## config.mk

```make
export PLATFORM = sky130hd
export DESIGN_NAME = intpol_nxt_ste_lgc_p
export DESIGN_NICKNAME = d
export VERILOG_FILES = /design/src/rtl/intpol_pkg.sv /design/src/rtl/intpol_sat_cnt.sv /design/src/rtl/intpol_nxt_ste_lgc_p.sv
export SDC_FILE = /design/constraint.sdc
export NUM_CORES = 1
export LEC_CHECK = 0
export BUFFER_PORTS_ARGS = -buffer_cell sky130_fd_sc_hd__buf_2
export CORE_ASPECT_RATIO = 1.4
export CORE_MARGIN = 2
export CORE_UTILIZATION = 30
export CTS_CLUSTER_DIAMETER = 150
export DETAILED_ROUTE_END_ITERATION = 10
export GPL_TIMING_DRIVEN = 0
export SLEW_MARGIN = 15
export SYNTH_ARGS = -nofsm -noshare
export SYNTH_HDL_FRONTEND = slang
export SYNTH_HIERARCHICAL = 1
export SYNTH_SLANG_ARGS = --single-unit
```

## constraint.sdc

```tcl
create_clock -name clk -period 5.1 [get_ports clk]
set_input_delay 1.02 -clock clk [delete_from_list [all_inputs] [get_ports clk]]
set_output_delay 1.02 -clock clk [all_outputs]
set_load 0.02 [all_outputs]
```

## src/rtl/intpol_pkg.sv

```systemverilog
// Shared constants and helpers for the interpolator controller slice.
package intpol_pkg;

  localparam int   DEF_NUM_M     = 3;
  localparam int   DEF_INTP_LOG2 = 2;
  localparam logic MODE_PASS     = 1'b0;
  localparam logic MODE_INTP     = 1'b1;

  function automatic int calc_m_w(input int num_m);
    return $clog2(num_m + 1);
  endfunction

endpackage

```

## src/rtl/intpol_sat_cnt.sv

```systemverilog
// Saturating up-counter with synchronous clear (clear wins over enable).
module intpol_sat_cnt #(
  parameter int           W   = 4,
  parameter logic [W-1:0] MAX = '1
) (
  input  logic         clk,
  input  logic         rstn,
  input  logic         i_clr,
  input  logic         i_en,
  output logic [W-1:0] o_cnt
);

  logic [W-1:0] r_cnt;

  always_ff @(posedge clk or negedge rstn) begin
    if (!rstn)
      r_cnt <= '0;
    else if (i_clr)
      r_cnt <= '0;
    else if (i_en && (r_cnt != MAX))
      r_cnt <= r_cnt + 1'b1;
  end

  assign o_cnt = r_cnt;

endmodule

```

## src/rtl/intpol_nxt_ste_lgc_p.sv

```systemverilog
// Next-state/counter logic for the interpolator controller: sample count,
// M-register load sequencing, tap select, interpolation phase and FIFO bypass.
module intpol_nxt_ste_lgc_p
  import intpol_pkg::*;
#(
  parameter int DATA_WIDTH = 32,
  parameter int NUM_M      = DEF_NUM_M,
  parameter int INTP_LOG2  = DEF_INTP_LOG2,
  parameter int M_W        = calc_m_w(NUM_M)
) (
  input  logic                  clk,
  input  logic                  rstn,
  input  logic                  clear,
  input  logic                  mode,
  input  logic                  en_sum,
  input  logic                  en_M_addr,
  input  logic                  done,
  input  logic                  busy,
  input  logic                  Empty,
  input  logic                  Afull,
  input  logic [DATA_WIDTH:0]   ilen,
  output logic                  comp_cnt,
  output logic                  comp_addr,
  output logic [NUM_M-1:0]      Ld_M,
  output logic [M_W-1:0]        sel_xi,
  output logic [INTP_LOG2-1:0]  phase,
  output logic                  sample_tick,
  output logic                  FIFO_bypass
);

  localparam int CW = DATA_WIDTH + 1;

  logic [CW-1:0]        w_cnt;
  logic [CW:0]          w_cnt_inc;
  logic [CW-1:0]        w_ilen_m1;
  logic [M_W-1:0]       w_m_cnt;
  logic                 w_tick;
  logic [INTP_LOG2-1:0] r_phase;
  logic                 r_fifo_bypass;

  // done restarts the frame count even if en_sum is asserted
  intpol_sat_cnt #(.W(CW), .MAX({CW{1'b1}})) u_cnt (
    .clk   (clk),
    .rstn  (rstn),
    .i_clr (clear | done),
    .i_en  (en_sum),
    .o_cnt (w_cnt)
  );

  // dropping en_M_addr aborts the load sequence
  intpol_sat_cnt #(.W(M_W), .MAX(M_W'(NUM_M))) u_m_cnt (
    .clk   (clk),
    .rstn  (rstn),
    .i_clr (clear | ~en_M_addr),
    .i_en  (en_M_addr),
    .o_cnt (w_m_cnt)
  );

  for (genvar i = 0; i < NUM_M; i++) begin : g_ld
    assign Ld_M[i] = (w_m_cnt == M_W'(i + 1));
  end

  assign comp_addr = (w_m_cnt == M_W'(NUM_M));

  assign w_ilen_m1 = ilen - 1'b1;
  assign comp_cnt  = (ilen == '0) | (w_cnt >= w_ilen_m1);

  // extra bit keeps cnt+1 from wrapping when cnt is saturated
  assign w_cnt_inc = {1'b0, w_cnt} + 1'b1;
  assign sel_xi    = (w_cnt_inc >= (CW + 1)'(NUM_M)) ? M_W'(NUM_M) : w_cnt_inc[M_W-1:0];

  always_ff @(posedge clk or negedge rstn) begin
    if (!rstn)
      r_phase <= '0;
    else if (clear || done || (mode != MODE_INTP))
      r_phase <= '0;
    else if (en_sum)
      r_phase <= r_phase + 1'b1;
  end

  assign phase       = r_phase;
  assign w_tick      = (mode == MODE_INTP) ? (en_sum & (&r_phase)) : en_sum;
  assign sample_tick = w_tick & ~done;

  always_ff @(posedge clk or negedge rstn) begin
    if (!rstn)
      r_fifo_bypass <= 1'b0;
    else if (clear)
      r_fifo_bypass <= 1'b0;
    else
      r_fifo_bypass <= busy & ~Empty & ~Afull;
  end

  assign FIFO_bypass = r_fifo_bypass;

endmodule

```

==> results.yml <==
synthesis:
  synth_ff_type: "dfrtp_1"
  ys_seq_area_frac: 0.228
  ys_seq_elements: 38
  synth_area_mm2: 0.00417
  synth_area_leaders: "dfrtp_1 23%, ha_1 12%, xnor2_1 5.2%, xor2_1 4.8%, nor2_1 4.0%"
  synth_top_area_share: 0.228
  yosys_warnings: 6
  yosysTopAreaCell: "dfrtp_1"
  synth_fp_nets: 588
  synth_cells: 505
  synthArstFlopShare: 1.00
  ys_types: 63
  synth.avg_cell_area_um2: 8.26
  synth_enable_flop_cells: 0
placement:
  gp_congestion: 0.854
  hpwl_um: 8830
  placed_cell_area_mm2: 0.00467
  io_buffers: 53
critical_path:
  path_cells: "buf_4, nor4_4, buf_4, nand3_4, nor4_4, nand2_2, buf_4, nor3_2, xnor2_1, ha_1, a21o_1, a21o_1, a21o_1, a211oi_2, o21bai_1, a211oi_1, o21ai_1, buf_4"
  r2r-start: "u_cnt/o_cnt[23]"
  start_kind: "input pin"
  crit_arrival_ps: 3950
  crit_family: "compound AO/OA/AOI/OAI gates"
  slowest_stage: "nor4_4"
  worstPathRequired_ps: 4080
  crit_top_cell: "buf_4"
  crit_buf_inv: 4
  path_class: "input pin to primary output"
  path_max_fanout: 5
  end_kind: "primary output"
  startpoint: "ilen[4]"
  cpPeakStageDelay_ps: 300
clock_network:
  clk_path_buf_depth: 2
  insertion_delay_ps: 280
  root_buffer: "clkbuf_16"
  cts-buffers-inserted: 5
  cts.clk_slew.worst_paths_ps: 60
  cts_tree: "yes"
  cts_hold_buffers: 0
  h-tree-depth: 2
  clock_sinks: 38
power_and_ir_drop:
  p_leak_nw: 2.09
  pwr-share-comb: 0.136
  pwr-share-clk: 0.461
  swShare: 0.238
  intPower_uw: 578
  ir_worst_vdd_mv: 0.109
  p_per_area_mw_per_mm2: 150
  power.switching_uw: 180
  power_frac_seq: 0.403
sta:
  hold_viol: 0
  tns_ps: 0
  min_period_over_period: 0.975
  slew_headroom: 0.436
  fin_crit_ps: 4970
  finalMaxSlewViolations: 0
  worst_pin_slew_ps: 846
  finalSetupViolCount: 0
  fmax_mhz: 201
  skew_ps: 7.79
route:
  drt_iter0_drc: 234
  routedWlPerCell_um: 15.1
  wirelength_um: 11500
  firstDrtPassIters: 5
  vias: 4095
  remaining_drc_errors: 0
  viasPerCell: 5.37
  antenna_left: 0
flow_run:
  cap_violations: 0
global_routing:
  grt_util_met3: 0.00998
  antenna_found_initial: 0
  top_usage_layer: "met2"
  first_global_vias: 4113
  grt_max_degree: 39
  grt-ovfl-total: 0
  grt_pass1_wl_um: 19200
  track_usage: 0.154
  grt_util_met1: 0.176
  met2_usage: 0.302
min_path:
  hp-start: "phase[1]"
  hold_path_class: "flip-flop to flip-flop"
layout:
  fin_area_mm2: 0.00505
  final_cell_mix: "53 x buf_2, 42 x nor2_1, 39 x ha_1"
  final_common_cell: "buf_2"
  syn2layout_area_growth_pct: 21.1
  antennaDiodeCount: 0
  nets: 660
  drive_gt1_frac: 0.208
outcome:
  status: "finished, final reports clean"
floorplan:
  start_util: 0.303
  core_area_mm2: 0.0138
  die_area_mm2: 0.0149
  die_y_um: 144
  ios: 54
  num_rows: 51
  die_width_um: 104
==> power groups by stage <==
stage / sequential [mW] / combinational, mW / clock, mW
6_report: 0.306 / 0.103 / 0.350
5_1_grt: 0.306 / 0.115 / 0.369
4_1_cts: 0.306 / 0.101 / 0.357
3_5_place_dp: 0.311 / 0.0960 / 0
3_3_place_gp: 0.311 / 0.0916 / 0
2_1_floorplan: 0.311 / 0.0482 / 0
==> tightest hold or removal path, stage by stage, from the launching register on <==
cell and delay, ps:
dfrtp_1 360, mux2i_1 70, nor2_1 80
==> metal layers <==
layer	vias up	wire length, um	share of wire
met5	-	0	0
met4	0	180	0.016
met3	13	259	0.022
met2	81	6370	0.55
met1	1945	4710	0.41
li1	2056	-	-
==> kinds of logic (layout without fill, tap and decap cells) <==
group / Yosys count / count (layout) / synth area share
buffers and inverters: 26 / 99 / 0.0297
adder cells (fa/ha/maj): 40 / 40 / 0.120
AO/OA/AOI/OAI: 100 / 100 / 0.153
flip-flops: 38 / 38 / 0.228
XOR/XNOR: 48 / 48 / 0.101
AND/OR/NAND/NOR: 244 / 244 / 0.346
multiplexers: 9 / 9 / 0.0231
==> layout make-up <==
cell class	count	area, um2
clock buffers	7	133
well taps	185	231
clock inverters	1	30.0
flip-flops and latches	38	951
repair buffers	65	367
fillers	1473	8730
plain buffers	13	75.1
multi-input cells	441	3210
inverters	13	48.8
==> path summary, 6_finish.rpt <==
| path | end | slack [ps] | cells past startpoint |
|---|---|---|---|
| max in group asynchronous | u_cnt/o_cnt[2] | 3720 | 1 |
| min in group asynchronous | phase[0] | 840 | 1 |
| min | phase[1] | 550 | 2 |
| max reg2reg | u_cnt/o_cnt[26] | 2190 | 10 |
| min reg2reg | phase[1] | 550 | 2 |
| max | comp_cnt | 130 | 18 |
==> registers in the layout, summed over array words and instances (netlist names) <==
register / cells
u_m_cnt/o_cnt: 2
FIFO_bypass: 1
u_cnt/o_cnt: 33
phase: 2
==> synthesized netlist by cell type (3+ instances only) <==
| master | n |
|---|---|
| nand3_1 | 27 |
| ha_1 | 40 |
| a21oi_1 | 30 |
| clkbuf_1 | 6 |
| and4_4 | 4 |
| nor3_2 | 3 |
| nand4_1 | 26 |
| a211oi_1 | 3 |
| xor2_1 | 23 |
| nand2_1 | 31 |
| and2_1 | 4 |
| o31ai_1 | 14 |
| buf_4 | 3 |
| and3_1 | 9 |
| nor2_1 | 44 |
| or2_2 | 3 |
| a21o_1 | 10 |
| nor4_1 | 9 |
| nand2b_1 | 6 |
| inv_1 | 13 |
| xnor2_1 | 25 |
| dfrtp_1 | 38 |
| o21a_1 | 3 |
| mux2i_1 | 7 |
| buf_2 | 3 |
| nor2b_1 | 10 |
| or4_1 | 15 |
| or3_1 | 6 |
| o21ai_0 | 21 |
| and4_1 | 4 |
| nor3_1 | 24 |
==> through the flow <==
| step | instances | utilization | setup slack [ps] | power [mW] | hold WS (ps) |
|---|---|---|---|---|---|
| floorplan | 505 | - | 179 | 0.359 | 556 |
| global placement | 743 | 0.339 | -356 | 0.403 | 546 |
| detailed placement | 743 | 0.339 | -449 | 0.407 | 546 |
| CTS | 757 | 0.359 | 18.4 | 0.764 | 559 |
| global route | 763 | 0.366 | -63.7 | 0.790 | 598 |
| finish | 763 | 0.366 | 129 | 0.758 | 554 |
==> timing repair <==
item                       4_1_cts  5_1_grt
gates resized for setup         14       16
setup endpoints to repair        1        1
pin swaps                        3       15
buffers inserted                 6        6
(Power assumes the default switching activity.)
